### config.mk
export PLATFORM = sky130hd
export DESIGN_NAME = dff_edge_filter_flat
export DESIGN_NICKNAME = d
export VERILOG_FILES = /design/src/rtl/dff_edge_filter_pkg.sv /design/src/rtl/dff_edge_filter_if.sv /design/src/rtl/dff_edge_filter_sat_counter.sv /design/src/rtl/dff_edge_filter.sv /design/src/flat_wrapper.sv
export SDC_FILE = /design/constraint.sdc
export NUM_CORES = 1
export LEC_CHECK = 0
export BUFFER_PORTS_ARGS = -buffer_cell sky130_fd_sc_hd__buf_2
export CAP_MARGIN = 20
export CORE_MARGIN = 8
export CORE_UTILIZATION = 45
export DETAILED_ROUTE_END_ITERATION = 10
export GPL_TIMING_DRIVEN = 0
export PLACE_DENSITY = 0.71
export SYNTH_ARGS = -nofsm -noshare
export SYNTH_HDL_FRONTEND = slang
export SYNTH_SLANG_ARGS = --single-unit
### constraint.sdc
create_clock -name clk -period 1.55 [get_ports clk]
set_input_delay 0.31 -clock clk [delete_from_list [all_inputs] [get_ports clk]]
set_output_delay 0.31 -clock clk [all_outputs]
set_load 0.1 [all_outputs]
### src/rtl/dff_edge_filter_pkg.sv
// Shared types and helpers for the dff_edge_filter block.
package dff_edge_filter_pkg;

  typedef enum logic [1:0] {
    LOW       = 2'd0,
    RISE_PEND = 2'd1,
    HIGH      = 2'd2,
    FALL_PEND = 2'd3
  } state_t;

  // Bits needed to hold a count from 0 up to and including n.
  function automatic int cnt_width(input int n);
    return (n < 1) ? 1 : $clog2(n + 1);
  endfunction

endpackage

### src/rtl/dff_edge_filter_if.sv
// Bus between the dff1 flop stage / status logic and dff_edge_filter.
interface dff_edge_filter_if #(parameter int CNT_W = 8);
  logic             q;
  logic             qb;
  logic             clr;
  logic             level;
  logic             rise;
  logic             fall;
  logic [CNT_W-1:0] rise_cnt;
  logic [CNT_W-1:0] fall_cnt;
  logic             compl_err;

  modport master (
    output q, qb, clr,
    input  level, rise, fall, rise_cnt, fall_cnt, compl_err
  );

  modport slave (
    input  q, qb, clr,
    output level, rise, fall, rise_cnt, fall_cnt, compl_err
  );
endinterface

### src/rtl/dff_edge_filter_sat_counter.sv
// Saturating up-counter with synchronous active-low reset and synchronous clear.
module sat_counter #(
  parameter int W = 8
) (
  input  logic         clk,
  input  logic         reset,
  input  logic         clr,
  input  logic         inc,
  output logic [W-1:0] cnt
);

  localparam logic [W-1:0] CNT_MAX = {W{1'b1}};

  logic [W-1:0] cnt_q;

  // Count register: clear beats increment, increment holds at all-ones.
  always_ff @(posedge clk) begin
    if (!reset) begin
      cnt_q <= {W{1'b0}};
    end else if (clr) begin
      cnt_q <= {W{1'b0}};
    end else if (inc && (cnt_q != CNT_MAX)) begin
      cnt_q <= cnt_q + W'(1);
    end else begin
      cnt_q <= cnt_q;
    end
  end

  assign cnt = cnt_q;

endmodule

### src/rtl/dff_edge_filter.sv
// Debounces the q output of a dff1 stage into a level with edge pulses and counters.
// Optional q/qb complement check enabled by DFF_EDGE_FILTER_COMPL_CHECK_EN.
module dff_edge_filter
  import dff_edge_filter_pkg::*;
#(
  parameter int STABLE_CYCLES = 4,
  parameter int CNT_W         = 8
) (
  input  logic             clk,
  input  logic             reset,
  dff_edge_filter_if.slave bus
);

  localparam int SW = cnt_width(STABLE_CYCLES);
  localparam logic [SW-1:0] STAB_LAST = SW'(STABLE_CYCLES - 1);

  state_t        state_q, state_d;
  logic [SW-1:0] stab_q, stab_d;
  logic          level_q, level_d;
  logic          rise_q, rise_d;
  logic          fall_q, fall_d;
  logic          compl_err_q;

  // Next-state decode for the debounce FSM.
  always_comb begin
    state_d = state_q;
    stab_d  = stab_q;
    level_d = level_q;
    rise_d  = 1'b0;
    fall_d  = 1'b0;
    case (state_q)
      LOW: begin
        if (bus.q) begin
          if (STABLE_CYCLES == 1) begin
            state_d = HIGH;
            level_d = 1'b1;
            rise_d  = 1'b1;
            stab_d  = {SW{1'b0}};
          end else begin
            state_d = RISE_PEND;
            stab_d  = SW'(1);
          end
        end else begin
          state_d = LOW;
        end
      end
      RISE_PEND: begin
        if (!bus.q) begin
          state_d = LOW;
          stab_d  = {SW{1'b0}};
        end else if (stab_q == STAB_LAST) begin
          state_d = HIGH;
          level_d = 1'b1;
          rise_d  = 1'b1;
          stab_d  = {SW{1'b0}};
        end else begin
          stab_d = stab_q + SW'(1);
        end
      end
      HIGH: begin
        if (!bus.q) begin
          if (STABLE_CYCLES == 1) begin
            state_d = LOW;
            level_d = 1'b0;
            fall_d  = 1'b1;
            stab_d  = {SW{1'b0}};
          end else begin
            state_d = FALL_PEND;
            stab_d  = SW'(1);
          end
        end else begin
          state_d = HIGH;
        end
      end
      FALL_PEND: begin
        if (bus.q) begin
          state_d = HIGH;
          stab_d  = {SW{1'b0}};
        end else if (stab_q == STAB_LAST) begin
          state_d = LOW;
          level_d = 1'b0;
          fall_d  = 1'b1;
          stab_d  = {SW{1'b0}};
        end else begin
          stab_d = stab_q + SW'(1);
        end
      end
      default: begin
        state_d = LOW;
        stab_d  = {SW{1'b0}};
        level_d = 1'b0;
      end
    endcase
  end

  // FSM state and registered level/pulse outputs; reset abandons any pending edge.
  always_ff @(posedge clk) begin
    if (!reset) begin
      state_q <= LOW;
      stab_q  <= {SW{1'b0}};
      level_q <= 1'b0;
      rise_q  <= 1'b0;
      fall_q  <= 1'b0;
    end else begin
      state_q <= state_d;
      stab_q  <= stab_d;
      level_q <= level_d;
      rise_q  <= rise_d;
      fall_q  <= fall_d;
    end
  end

  // Counters step on the accepting edge so they update together with level.
  sat_counter #(.W(CNT_W)) u_rise_cnt (
    .clk   (clk),
    .reset (reset),
    .clr   (bus.clr),
    .inc   (rise_d),
    .cnt   (bus.rise_cnt)
  );

  sat_counter #(.W(CNT_W)) u_fall_cnt (
    .clk   (clk),
    .reset (reset),
    .clr   (bus.clr),
    .inc   (fall_d),
    .cnt   (bus.fall_cnt)
  );

`ifdef DFF_EDGE_FILTER_COMPL_CHECK_EN
  // Sticky q/qb agreement error; clear beats a same-cycle set.
  always_ff @(posedge clk) begin
    if (!reset) begin
      compl_err_q <= 1'b0;
    end else if (bus.clr) begin
      compl_err_q <= 1'b0;
    end else if (bus.q == bus.qb) begin
      compl_err_q <= 1'b1;
    end else begin
      compl_err_q <= compl_err_q;
    end
  end
`else
  assign compl_err_q = 1'b0;
`endif

  assign bus.level     = level_q;
  assign bus.rise      = rise_q;
  assign bus.fall      = fall_q;
  assign bus.compl_err = compl_err_q;

endmodule

### src/flat_wrapper.sv
// flat-port wrapper written by rule: the top's interface ports become plain ports
module dff_edge_filter_flat import dff_edge_filter_pkg::*;
#(
  parameter int STABLE_CYCLES = 4,
  parameter int CNT_W         = 8
)
  (clk, reset, bus_q, bus_qb, bus_clr, bus_level, bus_rise, bus_fall, bus_rise_cnt, bus_fall_cnt, bus_compl_err);
  dff_edge_filter_if #(.CNT_W(CNT_W)) bus_i ();
  input  logic clk;
  input  logic reset;
  input wire logic [$bits(bus_i.q)-1:0] bus_q;
  input wire logic [$bits(bus_i.qb)-1:0] bus_qb;
  input wire logic [$bits(bus_i.clr)-1:0] bus_clr;
  output wire logic [$bits(bus_i.level)-1:0] bus_level;
  output wire logic [$bits(bus_i.rise)-1:0] bus_rise;
  output wire logic [$bits(bus_i.fall)-1:0] bus_fall;
  output wire logic [$bits(bus_i.rise_cnt)-1:0] bus_rise_cnt;
  output wire logic [$bits(bus_i.fall_cnt)-1:0] bus_fall_cnt;
  output wire logic [$bits(bus_i.compl_err)-1:0] bus_compl_err;
  assign bus_i.q = bus_q;
  assign bus_i.qb = bus_qb;
  assign bus_i.clr = bus_clr;
  assign bus_level = bus_i.level;
  assign bus_rise = bus_i.rise;
  assign bus_fall = bus_i.fall;
  assign bus_rise_cnt = bus_i.rise_cnt;
  assign bus_fall_cnt = bus_i.fall_cnt;
  assign bus_compl_err = bus_i.compl_err;
  dff_edge_filter #(.STABLE_CYCLES(STABLE_CYCLES), .CNT_W(CNT_W)) u_core (.clk(clk), .reset(reset), .bus(bus_i));
endmodule
==> impl_metrics.toml <==
[cts]
ctsLongestPathBuffers = 2
clk_latency_ns = 0.31
clk_pin_slew_ns = 0.13
cts_max_level = 1
cts_sinks = 24
holdBufCountCts = 0
cts_tree = "done"
cts_made_buffers = 3
cts-root-buf = "clkbuf_4"

[final_layout]
nets = 168
area_delta_synth_final_pct = 31.9
multi_input_area_sq_um = 681
drive_gt1_share_pct = 42.1
antennaDiodeCount = 0
fillCellCount = 212
regArea_sq_um = 536
final_cells = 189

[timing]
hold_viol_final = 0
post-route-period-util_pct = 101
fin_worst_skew_ns = 0.00771
fin_setup_tns_ns = -0.0167
rsz0062_at_grt = "yes"
final-max-slew-violation-count = 0
setup_viol = 1
finalCriticalPeriod_ns = 1.57
fmax_mhz = 638
worst_slack_ns = -0.0167

[synth]
synthCells = 127
yosysWarningCount = 0
ys_types = 38
synth_seq_cells = 24
syn-cell-area_sq_mm = 0.00112
syn_area_per_cell_sq_um = 8.86
syn_nets = 135
seq_area_frac_synth_pct = 42.7

[place]
dp_cells = 179
gp_congestion = 0.737
portBuffers = 22
place_hpwl_microns = 1800

[global_routing]
grt_usage_pct = 12.3
grt-ovfl-total = 0
grt_first_pass_wirelength_microns = 4310
grt_max_degree = 14
grt_pass1_vias = 985
antenna_found_initial = 0

[pwr]
power_frac_comb_pct = 6.5
leakage_nw = 0.596
switchingPower_mw = 0.242
power.internal_mw = 0.761
power_frac_clock_pct = 33.1
switching_share_pct = 24.2
seqPwrFrac_pct = 60.4
pwr_density_cell_mw_per_mm2 = 676
ir_drop_mv = 0.539

[setup_path]
cpPeakStageDelay_ns = 0.41
setup.worst_path.start = "u_core.stab_q[1]$_SDFFE_PN0P_"
path_class = "reg -> reg"
cpMaxStageDelayCell = "or4_4"
crit_fanout = 5
crit_arrival_ns = 1.81
crit_chain = "ha_4 -> and3b_2 -> o211ai_4 -> buf_6 -> or4_4 -> a21oi_2"
endpoint_kind = "flip-flop"
critical_path_required_ns = 1.80
timing.rr.start = "u_core.stab_q[1]$_SDFFE_PN0P_"
start_kind = "flip-flop"

[route]
drcViolationCount = 0
antenna_left = 0
drt_wl_total_microns = 2590
firstDrtPassIters = 4
vias_per_cell = 5.47
drt_iter0_drc = 53
vias = 1033
avgRoutedWirePerCell_microns = 13.7

[die]
core-area_sq_mm = 0.00243
die_area_sq_mm = 0.00436
row_count = 18
die_x_microns = 66.0
die_h_microns = 66.0
start_util_pct = 46.2
ioPinCount = 25

[min_path]
hold_start = "reset"
hp-class = "in -> reg"

[job]
maxCapViolCount = 0

[outcome]
status = "finished, violations left"
violations = "negative setup slack"
layout by cell type (no fill, tap or decap), drive strengths merged:
cell     instances
nor4             1
ha               3
buf             31
xor2             4
conb             1
mux2             1
and3b            1
nor2            13
inv              1
a31oi            2
nand2            8
and2b            1
nand3b           1
mux2i            2
a211oi           1
a21boi           2
and2             2
nor2b            2
or3              2
nor3             4
o21ai            5
nand3            8
or4              3
o31ai            3
o211a            1
o2111ai          1
nor3b            2
o211ai           2
and3             5
clkbuf           6
nand2b           4
nand4            5
a21oi            7
dfxtp           24
worst max-delay path, delay by kind of cell, from the launching register on:
| kind | cells | cell delay, ns |
|---|---|---|
| simple gates | 2 | 0.64 |
| flops | 1 | 0.37 |
| compound gates | 2 | 0.20 |
| fa+ha+maj | 1 | 0.15 |
| buf+inv | 1 | 0.14 |
cells in the mapped netlist, drive strengths merged:
cell | n | share of area, %
nand2 | 8 | 2.7
o31ai | 3 | 2.0
o21ai | 5 | 2.2
o211a | 1 | 0.89
nand2b | 4 | 2.2
a21oi | 7 | 3.1
nand4 | 5 | 2.8
nor4 | 1 | 0.56
nand3 | 8 | 3.6
conb | 1 | 0.33
clkbuf | 2 | 0.67
ha | 3 | 3.3
nor2b | 2 | 1.1
nand3b | 1 | 0.67
inv | 1 | 0.33
and3b | 1 | 0.78
xor2 | 4 | 3.1
a21boi | 2 | 1.3
and2b | 1 | 0.67
buf | 3 | 2.7
mux2i | 2 | 1.8
or4 | 3 | 2.0
nor3 | 4 | 2.2
dfxtp | 24 | 43
a31oi | 2 | 1.1
and3 | 5 | 3.0
nor2 | 13 | 4.3
a211oi | 1 | 0.67
mux2 | 1 | 1.0
or3 | 2 | 1.1
and2 | 2 | 1.1
o211ai | 2 | 1.8
nor3b | 2 | 1.3
o2111ai | 1 | 0.78
logic make-up after synthesis:
| family | synth area share [%] |
|---|---|
| AND/OR/NAND/NOR | 30.1 |
| AO/OA/AOI/OAI | 13.9 |
| flip-flops | 42.7 |
| buffers and inverters | 3.67 |
| XOR/XNOR | 3.11 |
| adder cells (fa/ha/maj) | 3.34 |
| multiplexers | 2.78 |
| other | 0.333 |
flip-flops by register name (all words and copies together), names as in the netlist, named ones only:
register and cells:
u_core.u_fall_cnt.cnt 8, u_core.bus.rise 1, u_core.bus.fall 1, u_core.u_rise_cnt.cnt 8, u_core.state_q 1, u_core.stab_q 3
u_core.bus.level 1
metal layers:
layer	part of all wire (%)	vias to the layer above	routed length [microns]	GRT usage, %
li1	-	526	-	-
met1	45	481	1160	14.0
met2	49	22	1260	20.7
met3	5.0	4	129	3.22
met4	1.5	0	40	6.13
met5	0	-	0	0
final cells by class:
type | instances | share of cell area (%)
Timing Repair Buffer | 29 | 11.0
Inverter | 1 | 0.253
Sequential cell | 24 | 36.1
Multi-Input combinational cell | 97 | 45.9
Tap cell | 30 | 2.53
Buffer | 4 | 1.77
Clock buffer | 4 | 2.45
power by group through the flow:
stage               sequential (mW)  combinational (mW)  clock, mW
floorplan                     0.630              0.0368          0
global placement              0.620              0.0622          0
detailed placement            0.620              0.0636          0
CTS                           0.606              0.0650      0.348
global route                  0.607              0.0725      0.382
finish                        0.606              0.0649      0.333
what timing repair did:
action                                  CTS  global route
buffers inserted                          3             3
endpoints found under the setup margin    6            13
cloned                                    1             0
pin swaps                                 3             3
resized for setup                         3             5
worst paths after layout:
kind	slack (ns)	end	cells past startpoint
min reg2reg	0.49	u_core.stab_q[1]$_SDFFE_PN0P_	2
max	-0.02	u_core.u_fall_cnt.cnt[6]$_SDFFE_PP0P_	6
max reg2reg	-0.02	u_core.u_fall_cnt.cnt[6]$_SDFFE_PP0P_	6
min	0.29	u_core.stab_q[2]$_SDFFE_PN0P_	2
metrics by stage:
stage | power, mW | worst slack (ns) | util, % | instance area [sq um] | hold WS, ns
2_1_floorplan | 0.667 | -0.0120 | - | 1220 | 0.432
3_3_place_gp | 0.682 | -0.0610 | 56.3 | 1370 | 0.472
3_5_place_dp | 0.684 | -0.0890 | 56.3 | 1370 | 0.474
4_1_cts | 1.02 | -0.0318 | 59.8 | 1460 | 0.273
5_1_grt | 1.06 | -0.0710 | 61.0 | 1480 | 0.263
6_report | 1.00 | -0.0167 | 61.0 | 1480 | 0.287
Note: power is estimated with default switching activity, not from simulation.
